**src/rtl/slave_fifo_pkg.sv**
```systemverilog
// Shared types and constants for the multi-channel FX2 slave FIFO writer.
// Header word layout: {tag[7:0], 4'b0, channel[3:0]}.
package slave_fifo_pkg;

  typedef enum logic [2:0] {
    S_IDLE,
    S_HDR,
    S_DATA,
    S_COMMIT,
    S_GAP
  } state_e;

  localparam int HDR_TAG_LSB = 8;
  localparam int CH_FIELD_W = 4;

  localparam logic STROBE_ON = 1'b0;
  localparam logic STROBE_OFF = 1'b1;

  function automatic logic [15:0] hdr_word(
    input logic [7:0] tag,
    input logic [CH_FIELD_W-1:0] ch
  );
    hdr_word = {tag, {(HDR_TAG_LSB - CH_FIELD_W){1'b0}}, ch};
  endfunction

endpackage

```
**src/rtl/slave_fifo_mux_writer_rr_arbiter.sv**
```systemverilog
// Combinational round-robin pick: lowest requester at or above ptr, wrapping.
// The pointer register is owned by the parent.
module rr_arbiter #(
  parameter int NUM_CH = 4
) (
  input  logic [NUM_CH-1:0] req,
  input  logic [3:0]        ptr,
  output logic [NUM_CH-1:0] gnt,
  output logic [3:0]        idx,
  output logic              any
);

  localparam int IW = (NUM_CH > 1) ? $clog2(NUM_CH) : 1;

  logic [IW-1:0] c;

  always_comb begin
    gnt = '0;
    idx = '0;
    any = 1'b0;
    c = '0;
    for (int i = 0; i < NUM_CH; i++) begin
      c = IW'((int'(ptr) + i) % NUM_CH);
      if (!any && req[c]) begin
        any = 1'b1;
        gnt[c] = 1'b1;
        idx = 4'(c);
      end
    end
  end

endmodule

```
**src/rtl/slave_fifo_mux_writer.sv**
```systemverilog
// Round-robin merge of NUM_CH word streams into the FX2 slave FIFO,
// one tagged packet run (header + payload + optional PKTEND) per grant.
module slave_fifo_mux_writer
  import slave_fifo_pkg::*;
#(
  parameter int         NUM_CH    = 4,
  parameter int         PKT_WORDS = 256,
  parameter logic [1:0] EP_ADDR   = 2'b10,
  parameter logic [7:0] HDR_TAG   = 8'hA5
) (
  input  logic                   CLK,
  input  logic                   RST,
  input  logic [NUM_CH-1:0]      CH_VALID,
  input  logic [16*NUM_CH-1:0]   CH_DATA,
  input  logic [NUM_CH-1:0]      CH_LAST,
  output logic [NUM_CH-1:0]      CH_READY,
  input  logic                   FLAG_FULL,
  output logic [15:0]            FD_OUT,
  output logic                   FD_OE,
  output logic                   SLWR,
  output logic                   PKTEND,
  output logic                   SLOE,
  output logic                   SLRD,
  output logic [1:0]             FIFOADR,
  output logic [3:0]             BUSY_CH,
  output logic                   GRANT_ACT
);

  localparam int CW = $clog2(PKT_WORDS);

  state_e state, state_nx;

  logic [3:0]        ptr;
  logic [3:0]        busy;
  logic [NUM_CH-1:0] gnt_q;
  logic [CW-1:0]     cnt;

  logic [NUM_CH-1:0] gnt;
  logic [3:0]        gidx;
  logic              gany;

  logic [15:0] ch_word;
  logic        ch_valid;
  logic        ch_last;
  logic        ready;
  logic        wr_en;
  logic [15:0] wr_word;
  logic        pkt_fire;

  rr_arbiter #(
    .NUM_CH(NUM_CH)
  ) u_arb (
    .req(CH_VALID),
    .ptr(ptr),
    .gnt(gnt),
    .idx(gidx),
    .any(gany)
  );

  always_comb begin
    ch_word = '0;
    for (int i = 0; i < NUM_CH; i++) begin
      if (gnt_q[i]) ch_word = CH_DATA[16*i +: 16];
    end
  end

  assign ch_valid = |(CH_VALID & gnt_q);
  assign ch_last  = |(CH_LAST & gnt_q);
  assign ready    = (state == S_DATA) && FLAG_FULL;
  assign CH_READY = gnt_q & {NUM_CH{ready}};

  always_comb begin
    state_nx = state;
    wr_en = 1'b0;
    wr_word = hdr_word(HDR_TAG, busy);
    pkt_fire = 1'b0;
    unique case (state)
      S_IDLE: if (gany) state_nx = S_HDR;
      S_HDR: begin
        if (FLAG_FULL) begin
          wr_en = 1'b1;
          state_nx = S_DATA;
        end
      end
      S_DATA: begin
        wr_word = ch_word;
        if (ready && ch_valid) begin
          wr_en = 1'b1;
          if (ch_last) state_nx = S_COMMIT;
        end
      end
      // a zero count means the FX2 already committed a full packet
      S_COMMIT: begin
        pkt_fire = (cnt != '0);
        state_nx = S_GAP;
      end
      S_GAP: state_nx = S_IDLE;
      default: state_nx = S_IDLE;
    endcase
  end

  always_ff @(posedge CLK) begin
    if (RST) begin
      state  <= S_IDLE;
      ptr    <= '0;
      busy   <= '0;
      gnt_q  <= '0;
      cnt    <= '0;
      FD_OUT <= '0;
      SLWR   <= STROBE_OFF;
      PKTEND <= STROBE_OFF;
    end else begin
      state  <= state_nx;
      SLWR   <= wr_en ? STROBE_ON : STROBE_OFF;
      PKTEND <= pkt_fire ? STROBE_ON : STROBE_OFF;
      if (wr_en) begin
        FD_OUT <= wr_word;
        cnt    <= cnt + CW'(1);
      end
      if (state == S_COMMIT) cnt <= '0;
      if (state == S_IDLE && gany) begin
        busy  <= gidx;
        gnt_q <= gnt;
        ptr   <= (gidx == 4'(NUM_CH - 1)) ? 4'd0 : gidx + 4'd1;
      end
    end
  end

  assign FD_OE     = (state == S_HDR) || (state == S_DATA) || (state == S_COMMIT);
  assign GRANT_ACT = FD_OE;
  assign BUSY_CH   = busy;
  assign SLOE      = 1'b1;
  assign SLRD      = 1'b1;
  assign FIFOADR   = EP_ADDR;

endmodule

```
**config.mk**
```make
export PLATFORM = sky130hd
export DESIGN_NAME = slave_fifo_mux_writer
export DESIGN_NICKNAME = d
export VERILOG_FILES = /design/src/rtl/slave_fifo_pkg.sv /design/src/rtl/slave_fifo_mux_writer_rr_arbiter.sv /design/src/rtl/slave_fifo_mux_writer.sv
export SDC_FILE = /design/constraint.sdc
export NUM_CORES = 1
export LEC_CHECK = 0
export BUFFER_PORTS_ARGS = -buffer_cell sky130_fd_sc_hd__buf_2
export CAP_MARGIN = 20
export CORE_ASPECT_RATIO = 2
export CORE_MARGIN = 1.5
export CORE_UTILIZATION = 45
export CTS_CLUSTER_SIZE = 12
export DETAILED_ROUTE_END_ITERATION = 7
export GPL_TIMING_DRIVEN = 0
export PLACE_DENSITY = 0.77
export SLEW_MARGIN = 0
export SYNTH_ARGS = -nofsm -noshare
export SYNTH_HDL_FRONTEND = slang
export SYNTH_HIERARCHICAL = 1
export SYNTH_SLANG_ARGS = --single-unit
```
**constraint.sdc**
```tcl
create_clock -name CLK -period 2.6 [get_ports CLK]
set_input_delay 0.39 -clock CLK [delete_from_list [all_inputs] [get_ports CLK]]
set_output_delay 0.39 -clock CLK [all_outputs]
set_load 0.02 [all_outputs]
```
==> results.md, run 1 <==
- Final min period: 2.53 ns
- Worst skew pair latency: 0.28 ns
- Fillers: 534
- Post-route clock skew: 0.00660 ns
- Crit-path most repeated cell: nor2_1
- Core Area: 5910 um2
- Critical-path cell list: inv_4 -> ha_4 -> mux4_2 -> buf_6 -> nor4b_4 -> nor2_1 -> a32o_2 -> ha_1 -> nor3b_1 -> nor3_1 -> a21oi_1 -> nor2_1
- Initial antenna violation count: 0
- Syn avg cell area: 8.36 um2
- CP max FO: 7
- Routed len/inst: 16.2 um
- I/O pin count: 107
- Die width: 58.0 um
- Clock tree buffer depth: 2
- Initial cell density of the core: 0.461
- Overflow after GRT: 0
- Most common cell after layout, fill and taps aside: buf_2
- # port buffers: 101
- Final hold vios: 0
- Nets@finish: 528
- Final routed DRC violation total: 4
- CP required: 2.81 ns
- Row Count: 40
- Arrival time worst endpoint: 2.74 ns
- PwrDens: 830 nW/um2
- Final HPWL DP: 6.13 mm
- Die Height: 113 um
- Area growth syn-to-layout: 33.2%
- M3 GR Usage: 0.0514
- Met1 usage: 0.295
- Clock slew at reported path FFs: 0.06 ns
- Worst-margin pin slew: 0.718 ns
- Max Clk Rate: 395 MHz
- Most Crowded Layer GR: met2
- Max stage delay on crit path: 0.40 ns
- TritonCTS clock tree: built
- Hold buffer count at cts: 0
- Most frequent cells in the layout: buf_2 (104), nand2_1 (44), dfxtp_1 (37), a21oi_1 (25)
- Worst VDD drop: 0.391 mV
- Critical path class: reg -> reg
- Global-route usage over all layers: 0.252
- Worst path buffer plus inverter count: 2
- Post-layout util: 0.615
- H-tree depth: 2
- Leakage: 1.59 nW
- Crit. End Element: register
- Slowest CP cell: dfxtp_4
- Post-Route Setup TNS: 0 ns
- Met2 GRT Util: 0.435
- Final WL: 8.25 mm
- Hold Path Class: in -> reg
- CTS buffer count: 5
- Final worst setup slack: 0.0690 ns
- Share of cells above drive strength 1: 0.368
- Root Driver: clkbuf_16
- Antenna-violating nets left: 0
- Syn. warnings: 6
- Vias per std cell: 5.83
- Failing checks: design-rule violations
- Cells after Synth: 326
- N_diodes: 0
- Clk sink count: 39
- DR vias: 2970
- Initial drt markers: 122
- Largest net degree at the start of global routing: 13
- Relative slew slack: 0.509
- Final hold slack: 0.445 ns
- Die area: 6560 um2
- CP top delay family: simple AND/OR/NAND/NOR gates
- Max Cap Violations: 0
- Critical path launch point type: register
- 1st-pass router iterations: 6
- Setup WS pre-CTS: -0.226 ns
- Setup-failing EPs final: 0
- Synthesized cell area: 2730 um2
- Pins Over Slew Limit: 0
- Vias in the first global route: 2838
- Gpl congestion: 0.854
- Final period util: 0.973
- Global-route wire length before repair: 13.1 mm
- Status: finished, violations left
-- registers in the layout (all words and copies together) (netlist names) --
register and cells:
PKTEND 1, state 3, SLWR 1, FD_OUT 16
cnt 8, BUSY_CH 4, ptr 2, gnt_q 4
-- metrics by stage --
step                power (W)  std cells  area, um2
finish                0.00301        509       3630
global route          0.00317        509       3630
CTS                   0.00289        505       3570
detailed placement    0.00202        493       3320
global placement      0.00200        493       3320
floorplan             0.00169        329       2740
-- per-layer routing --
layer  up-vias  share of wire
met5         -              0
met4         0          0.029
met3        17          0.066
met2       144           0.50
met1      1365           0.41
li1       1444              -
-- worst min-delay path: stages --
cell	delay [ns]
buf_2	0.14
nand3b_1	0.09
a211oi_1	0.07
-- report_power, final --
group / switching (W) / internal (W) / total (W)
clock network: 0.000234 / 0.000550 / 0.000784
logic: 0.000813 / 0.000659 / 0.00147
registers: 0.0000736 / 0.000684 / 0.000757
-- cell type report --
cell class / instances / area (um2) / area share
plain buffers: 36 / 220 / 0.0606
clock buffers: 6 / 129 / 0.0355
clock inverters: 2 / 60.1 / 0.0165
inverters: 11 / 43.8 / 0.0121
multi-input cells: 242 / 1730 / 0.475
flip-flops and latches: 39 / 788 / 0.217
well taps: 63 / 78.8 / 0.0217
repair buffers: 110 / 586 / 0.161
-- path summary, 6_finish.rpt --
path,cells past startpoint,endpoint,startpoint,slack (ns)
worst max register to register,12,ptr[0],ptr[1],0.07
worst min register to register,2,cnt[7],cnt[7],0.47
worst max-delay path,12,ptr[0],ptr[1],0.07
worst min-delay path,3,state[1],FLAG_FULL,0.45
-- repair_timing --
action | in CTS | in global routing
resized for setup | 5 | 12
pin swaps | 1 | 5
buffers inserted | 4 | 5
setup endpoints to repair | 10 | 10
Note: power is estimated with default switching activity, not from simulation.
==> run 2: changes to the inputs <==
--- a/config.mk
+++ b/config.mk
@@ -6,10 +6,9 @@
 export NUM_CORES = 1
 export LEC_CHECK = 0
 export BUFFER_PORTS_ARGS = -buffer_cell sky130_fd_sc_hd__buf_2
-export CAP_MARGIN = 20
 export CORE_ASPECT_RATIO = 2
 export CORE_MARGIN = 1.5
-export CORE_UTILIZATION = 45
+export CORE_UTILIZATION = 44
 export CTS_CLUSTER_SIZE = 12
 export DETAILED_ROUTE_END_ITERATION = 7
 export GPL_TIMING_DRIVEN = 0
@@ -17,5 +16,4 @@
 export SLEW_MARGIN = 0
 export SYNTH_ARGS = -nofsm -noshare
 export SYNTH_HDL_FRONTEND = slang
-export SYNTH_HIERARCHICAL = 1
 export SYNTH_SLANG_ARGS = --single-unit
==> run 2 against run 1 <==
  * Largest power group unchanged
  * The flow now finishes without violations
  * Combinational power is 5% lower
  * Via count is 8.7% lower
  * Cell count is 8.4% lower
==> results.md, run 2 <==
- Ys async rst share: 0
- Hold Path Class: in -> reg (unchanged)
- Antenna-violating nets left: 0 (unchanged)
- Final routed DRC violation total: 0 (was 4)
- Switching power: 0.00107 W (was 0.00112 W)
- DR vias: 2713 (was 2970)
- Syn avg cell area: 8.73 um2 (was 8.36 um2)
- Post-synth EDFFs: 0
- Most flops, register: FD_OUT (unchanged)
- Area leader, netlist: dfxtp_1
- Die width: 57 um (was 58.0 um)
- Largest net degree at the start of global routing: 12 (was 13)
- Pins Over Slew Limit: 0 (unchanged)
- Met1 usage: 0.259 (was 0.295)
- Critical path class: reg -> reg (unchanged)
- Arrival time worst endpoint: 2.55 ns (was 2.74 ns)
- Worst Hold Launch: CH_DATA[62] (was FLAG_FULL)
- Met2 GRT Util: 0.465 (was 0.435)
- Final min period: 2.39 ns (was 2.53 ns)
- Overflow after GRT: 0 (unchanged)
- Routed len/inst: 16.4 um (was 16.2 um)
- Final HPWL DP: 5.97 mm (was 6.13 mm)
- Core Area: 5660 um2 (was 5910 um2)
- Post-route clock skew: 0.00350 ns (was 0.00660 ns)
- RSZ-0062 raised after global routing: false
- M3 GR Usage: 0.0362 (was 0.0514)
- Worst skew pair latency: 0.28 ns (about the same)
- Top-area cell type share of the netlist area: 0.289
- Relative slew slack: 0.592 (was 0.509)
- Vias per std cell: 5.82 (was 5.83)
- Combinational share of power: 0.525 (was 0.489)
- Clk sink count: 37 (was 39)
- Synth Register Bits: 37
- Count leader, synth: dfxtp_1
- Registers with the most flip-flops: FD_OUT: 16 flops, cnt: 8 flops, gnt_q: 4 flops (was FD_OUT: 16 flops, cnt: 8 flops)
- Max Cap Violations: 0 (unchanged)
- Fillers: 532 (was 534)
- Reg power frac: 0.261 (was 0.251)
- R2r endpoint: ptr[1] (was ptr[0])
- Die Height: 111 um (was 113 um)
- Cells after Synth: 294 (was 326)
- CTS buffer count: 5 (unchanged)
- Most frequent cells in the layout: buf_2 (103), dfxtp_1 (35), nor2_1 (23), nand2_1 (22), a221oi_1 (22) (was buf_2 (104), nand2_1 (44), dfxtp_1 (37), a21oi_1 (25))
- TritonCTS clock tree: built (unchanged)
- Max Clk Rate: 419 MHz (was 395 MHz)
- CP max FO: 10 (was 7)
- Final WL: 7.62 mm (was 8.25 mm)
- Top FF cell, synth: dfxtp_1
- Final hold vios: 0 (unchanged)
- Area growth syn-to-layout: 28.9% (was 33.2%)
- Placed Cells: 458 (was 493)
- H-tree depth: 2 (unchanged)
- Placed Instance Area: 3150 um2 (was 3320 um2)
- Global-route wire length before repair: 12.6 mm (was 13.1 mm)
- N_diodes: 0 (unchanged)
- Crit. End Element: register (unchanged)
- Most common cell after layout, fill and taps aside: buf_2 (unchanged)
- Synthesized cell area: 2570 um2 (was 2730 um2)
- Worst-margin pin slew: 0.605 ns (was 0.718 ns)
- Root Driver: clkbuf_16 (unchanged)
- Clock share of power: 0.214 (was 0.260)
- CP required: 2.77 ns (was 2.81 ns)
- Row Count: 39 (was 40)
- FF+latch area: 743 um2 (was 788 um2)
- Global-route usage over all layers: 0.249 (was 0.252)
- Hold Crit Endpoint: FD_OUT[14] (was state[1])
- Clock tree buffer depth: 2 (unchanged)
- Post-Route Setup TNS: 0 ns (unchanged)
- Reg2Reg Depth: 9 (was 12)
- PwrDens: 806 nW/um2 (was 830 nW/um2)
- # port buffers: 99 (was 101)
- Synth area leaders: dfxtp_1 (29%), a221oi_1 (7.5%), nor2b_1 (5.1%)
- Yosys cell types: 53
- Final period util: 0.918 (was 0.973)
- Initial antenna violation count: 0 (unchanged)
- Clock slew at reported path FFs: 0.05 ns (was 0.06 ns)
- Syn. warnings: 0 (was 6)
- Post-synthesis sequential area ratio: 0.289
- Gpl congestion: 0.901 (was 0.854)
- Most Crowded Layer GR: met2 (unchanged)
- Status: finished clean (was finished, violations left)
- Max FFs per register: 16 (unchanged)
- Critical path launch point type: register (unchanged)
- Nets@finish: 486 (was 528)
- 1st-pass router iterations: 4 (was 6)
- Initial cell density of the core: 0.453 (was 0.461)
- Die area: 6330 um2 (was 6560 um2)
- Total internal power: 0.00160 W (was 0.00189 W)
- Initial drt markers: 101 (was 122)
- Multi-input gate area: 1650 um2 (was 1730 um2)
- R2R setup slack: 0.21 ns (was 0.07 ns)
- Sw Share: 0.401 (was 0.372)
- Leakage: 1.41 nW (was 1.59 nW)
- Hold path depth: 4 (was 3)
- Post-synth top cells: dfxtp_1 (37), nor2_1 (23), a221oi_1 (22), nand2_1 (22), nor2b_1 (21)
- Worst VDD drop: 0.654 mV (was 0.391 mV)
- Vias in the first global route: 2716 (was 2838)
- Setup-failing EPs final: 0 (unchanged)
- Final cell count without fillers: 466 (was 509)
- Share of cells above drive strength 1: 0.358 (was 0.368)
- I/O pin count: 107 (unchanged)
- Finished Cell Area: 3310 um2 (was 3630 um2)
==> run 2: cell count changes in the layout (fill, tap and decap cells not counted), moves of 9 or more <==
cell     before  now
nand2_1      44   22
a22o_1        0   10
buf_4        17    7
nor2_1       10   23
o31ai_1       1   10
a21oi_1      25   15
==> run 2: power groups by stage <==
stage,clock [W],combinational (W),sequential [W]
3_3_place_gp,0,0.00134,0.000701
5_1_grt,0.000606,0.00154,0.000704
4_1_cts,0.000577,0.00137,0.000691
3_5_place_dp,0,0.00137,0.000703
6_report,0.000571,0.00140,0.000696
2_1_floorplan,0,0.00102,0.000709
==> run 2: cell families (layout without fill, tap and decap cells) <==
| family | Yosys count | count (layout) | synth area share |
|---|---|---|---|
| mux | 8 | 8 | 0.0517 |
| fa+ha+maj | 7 | 7 | 0.0341 |
| compound gates | 94 | 94 | 0.290 |
| xor+xnor | 8 | 8 | 0.0273 |
| other cells | 2 | 6 | 0.00293 |
| buf+inv | 37 | 144 | 0.0795 |
| flops | 37 | 37 | 0.289 |
| simple gates | 101 | 101 | 0.226 |
==> run 2: per-layer routing <==
layer  wire length [um]  up-vias
met1               2750     1278
met3                323       25
li1                   -     1316
met5                  0        -
met2               4270       94
met4                275        0
==> run 2: how the worst max path moves through the flow <==
stage | from | to | slack (ns) | cells past startpoint
after CTS | register | ptr[1] | 0.06 | 9
after detailed placement | register | ptr[1] | 0.08 | 9
after global routing | register | ptr[1] | 0.004 | 9
after floorplan | register | ptr[1] | 0.33 | 9
final | register | ptr[1] | 0.21 | 9
after global placement | register | ptr[1] | 0.08 | 9
==> run 2: area by class of cell <==
cell class / instances / area share
buffer: 33 / 0.0583
clock buffer: 6 / 0.0390
timing repair buffer: 99 / 0.150
multi-input combinational: 224 / 0.498
sequential: 37 / 0.225
inverter: 4 / 0.00454
clock inverter: 2 / 0.00303
tap: 61 / 0.0231
==> run 2: stage by stage <==
step	setup WS, ns	total power (W)	hold WS (ns)	util
after floorplan	0.330	0.00173	0.462	-
after global placement	0.0847	0.00204	0.453	0.557
after detailed placement	0.0826	0.00207	0.455	0.557
after CTS	0.0566	0.00264	0.432	0.582
after global routing	0.00405	0.00285	0.466	0.584
final	0.213	0.00267	0.432	0.584
==> run 2: worst max-delay path, stage by stage (launching register included) <==
cell and delay, ns:
dfxtp_2 0.42, buf_6 0.18, inv_1 0.09, ha_2 0.38, mux4_2 0.36, buf_6 0.16
nor3_2 0.15, a211oi_1 0.12, a211oi_1 0.21, and3b_1 0.20
==> run 2: repair_timing <==
item	in CTS	in global routing
buffers inserted	0	0
hold buffers	0	0
resized for setup	0	5
endpoints found under the hold margin	0	0
setup endpoints to repair	0	1
==> run 3: changes to the inputs <==
--- a/config.mk
+++ b/config.mk
@@ -5,14 +5,15 @@
 export SDC_FILE = /design/constraint.sdc
 export NUM_CORES = 1
 export LEC_CHECK = 0
+export ABC_AREA = 1
 export BUFFER_PORTS_ARGS = -buffer_cell sky130_fd_sc_hd__buf_2
 export CORE_ASPECT_RATIO = 2
 export CORE_MARGIN = 1.5
-export CORE_UTILIZATION = 44
+export CORE_UTILIZATION = 43
 export CTS_CLUSTER_SIZE = 12
 export DETAILED_ROUTE_END_ITERATION = 7
 export GPL_TIMING_DRIVEN = 0
-export PLACE_DENSITY = 0.77
+export PLACE_DENSITY = 0.76
 export SLEW_MARGIN = 0
 export SYNTH_ARGS = -nofsm -noshare
 export SYNTH_HDL_FRONTEND = slang
==> run 3 against run 2 <==
  * Core utilization shrank 1.4 points
  * Critical path depth shrank 3
  * Die area shrank 0.50%
  * Global-route usage grew 0.71 points
  * Sequential share of layout area grew 0.49 points
  * Synthesized cell count grew 26%
==> results.md, run 3 <==
- Core Area: 5660 um2 (unchanged)
- Syn avg cell area: 6.74 um2 (was 8.73 um2)
- Max Clk Rate: 444 MHz (was 419 MHz)
- Max Cap Violations: 0 (unchanged)
- Synth Register Bits: 37 (unchanged)
- Root Driver: clkbuf_16 (unchanged)
- Final routed DRC violation total: 0 (unchanged)
- Area growth syn-to-layout: 29.3% (was 28.9%)
- Hold buffer count at cts: 0 (unchanged)
- Syn. warnings: 0 (unchanged)
- Nets@finish: 563 (was 486)
- Antenna-violating nets left: 0 (unchanged)
- Most flops, register: FD_OUT (unchanged)
- Yosys cell types: 34 (was 53)
- Die area: 6300 um2 (was 6330 um2)
- I/O pin count: 107 (unchanged)
- Post-Route Setup TNS: 0 ns (unchanged)
- Status: finished clean (unchanged)
- Post-synth EDFFs: 0 (unchanged)
- Routed len/inst: 15.0 um (was 16.4 um)
- Count leader, synth: nand2_1 (was dfxtp_1)
- Post-route clock skew: 0.00341 ns (was 0.00350 ns)
- Post-synth top cells: nand2_1 (59), a21oi_1 (40), o21ai_0 (38) (was dfxtp_1 (37), nor2_1 (23), a221oi_1 (22), nand2_1 (22), nor2b_1 (21))
- Die Height: 111 um (about the same)
- Cells after Synth: 370 (was 294)
- DR vias: 3066 (was 2713)
- Post-CTS resize count: 0 (unchanged)
- Setup WS pre-CTS: 0.407 ns (was 0.0826 ns)
- 1st-pass router iterations: 4 (unchanged)
- Most common cell after layout, fill and taps aside: buf_2 (unchanged)
- Leakage: 1.52 nW (was 1.41 nW)
- Final worst setup slack: 0.349 ns (was 0.213 ns)
- CP required: 2.21 ns (was 2.77 ns)
- N_diodes: 0 (unchanged)
- Most frequent cells in the layout: buf_2 (107), nand2_1 (59), a21oi_1 (40), o21ai_0 (38), dfxtp_1 (37) (was buf_2 (103), dfxtp_1 (35), nor2_1 (23), nand2_1 (22), a221oi_1 (22))
- RSZ-0062 raised after global routing: false (unchanged)
- Top FF cell, synth: dfxtp_1 (unchanged)
- Met2 GRT Util: 0.476 (was 0.465)
- Largest net degree at the start of global routing: 12 (unchanged)
- Pins Over Slew Limit: 0 (unchanged)
- Global-route usage over all layers: 0.256 (was 0.249)
- Synth area leaders: dfxtp_1 (30%), nand2_1 (8.9%), a21oi_1 (8.0%) (was dfxtp_1 (29%), a221oi_1 (7.5%), nor2b_1 (5.1%))
- Fillers: 573 (was 532)
- Overflow after GRT: 0 (unchanged)
- Post-synthesis sequential area ratio: 0.297 (was 0.289)
- Final min period: 2.25 ns (was 2.39 ns)
- # port buffers: 100 (was 99)
- Vias per std cell: 5.65 (was 5.82)
- Initial cell density of the core: 0.441 (was 0.453)
- M3 GR Usage: 0.0315 (was 0.0362)
- Final WL: 8.16 mm (was 7.62 mm)
- Initial drt markers: 109 (was 101)
- Hold Path Class: in -> reg (unchanged)
- Post-CTS Setup Bufs: 0 (unchanged)
- Max FFs per register: 16 (unchanged)
- CP max FO: 10 (unchanged)
- Slowest CP cell: clkbuf_1 (was dfxtp_2)
- Setup-failing EPs final: 0 (unchanged)
- H-tree depth: 2 (unchanged)
- Clock slew at reported path FFs: 0.06 ns (was 0.05 ns)
- Relative slew slack: 0.633 (was 0.592)
- Crit. End Element: output port (was register)
- Final HPWL DP: 6.34 mm (was 5.97 mm)
- Max stage delay on crit path: 0.43 ns (was 0.42 ns)
- PwrDens: 986 nW/um2 (was 806 nW/um2)
- Row Count: 39 (unchanged)
- Synthesized cell area: 2490 um2 (was 2570 um2)
- Worst VDD drop: 0.692 mV (was 0.654 mV)
- Area leader, netlist: dfxtp_1 (unchanged)
- Final hold vios: 0 (unchanged)
- Global-route wire length before repair: 12.9 mm (was 12.6 mm)
- CTS buffer count: 5 (unchanged)
- Share of cells above drive strength 1: 0.301 (was 0.358)
- Critical path launch point type: register (unchanged)
- Worst skew pair latency: 0.28 ns (about the same)
- Ys async rst share: 0 (unchanged)
- Clock tree buffer depth: 2 (unchanged)
- Registers with the most flip-flops: FD_OUT: 16 flops, cnt: 8 flops, gnt_q: 4 flops (unchanged)
- Vias in the first global route: 2966 (was 2716)
- Met1 usage: 0.263 (was 0.259)
- Final period util: 0.866 (was 0.918)
- Clk sink count: 37 (unchanged)
- TritonCTS clock tree: built (unchanged)
- Die width: 56.9 um (was 57 um)
- Most Crowded Layer GR: met2 (unchanged)
- Arrival time worst endpoint: 1.86 ns (was 2.55 ns)
- Initial antenna violation count: 0 (unchanged)
- Gpl congestion: 1.02 (was 0.901)
- Critical path class: reg -> out (was reg -> reg)
- Top-area cell type share of the netlist area: 0.297 (was 0.289)
- Critical-path cell list: buf_2 -> inv_1 -> clkbuf_1 -> clkbuf_1 -> nor2_1 -> buf_2 (was buf_6 -> inv_1 -> ha_2 -> mux4_2 -> buf_6 -> nor3_2 -> a211oi_1 -> a211oi_1 -> and3b_1)
- Worst-margin pin slew: 0.550 ns (was 0.605 ns)
## run 3: worst max-delay path, delay by kind of cell, from the launching register on
kind | cells | cell delay [ns]
buffers and inverters | 5 | 1.18
DFF | 1 | 0.30
and+or+nand+nor | 1 | 0.10
## run 3: cells by family (layout without fill, tap and decap cells)
kind of cell | after synthesis | count (layout) | share of synthesized area
simple gates | 137 | 137 | 0.266
flops | 37 | 37 | 0.297
xor+xnor | 3 | 3 | 0.0105
compound gates | 121 | 121 | 0.275
fa+ha+maj | 7 | 7 | 0.0351
other cells | 2 | 6 | 0.00301
buf+inv | 63 | 171 | 0.113
## run 3: final timing paths
| check | slack (ns) | start | cells after the start | end |
|---|---|---|---|---|
| max | 0.35 | gnt_q[3] | 6 | CH_READY[3] |
| min reg2reg | 0.47 | cnt[7] | 2 | cnt[7] |
| max reg2reg | 0.38 | register | 12 | gnt_q[1] |
| min | 0.37 | RST | 2 | state[0] |
## run 3: per-stage QoR
stage               instances  hold slack [ns]  utilization  instance area (um2)  power [W]
finish                    543            0.368        0.570                 3230    0.00318
global route              543            0.390        0.570                 3230    0.00340
CTS                       543            0.364        0.570                 3230    0.00316
detailed placement        535            0.458        0.545                 3090    0.00257
global placement          535            0.454        0.545                 3090    0.00254
floorplan                 374            0.444            -                 2510    0.00209
## run 3: routing by layer
metal  vias up  part of all wire
met4         0             0.040
li1       1471                 -
met2       149              0.53
met5         -                 0
met1      1413              0.36
met3        33             0.069
## run 3: layout make-up
class	count	area (um2)	area share
clock buffers	6	129	0.0400
inverters	40	158	0.0489
plain buffers	23	125	0.0388
multi-input cells	274	1490	0.461
repair buffers	100	500	0.155
clock inverters	2	10.0	0.00310
well taps	61	76.3	0.0237
flip-flops and latches	37	741	0.230
## run 3: power by group
group	internal, W	switching [W]
Sequential	0.000678	0.0000864
Clock	0.000352	0.000238
Combinational	0.000596	0.00123
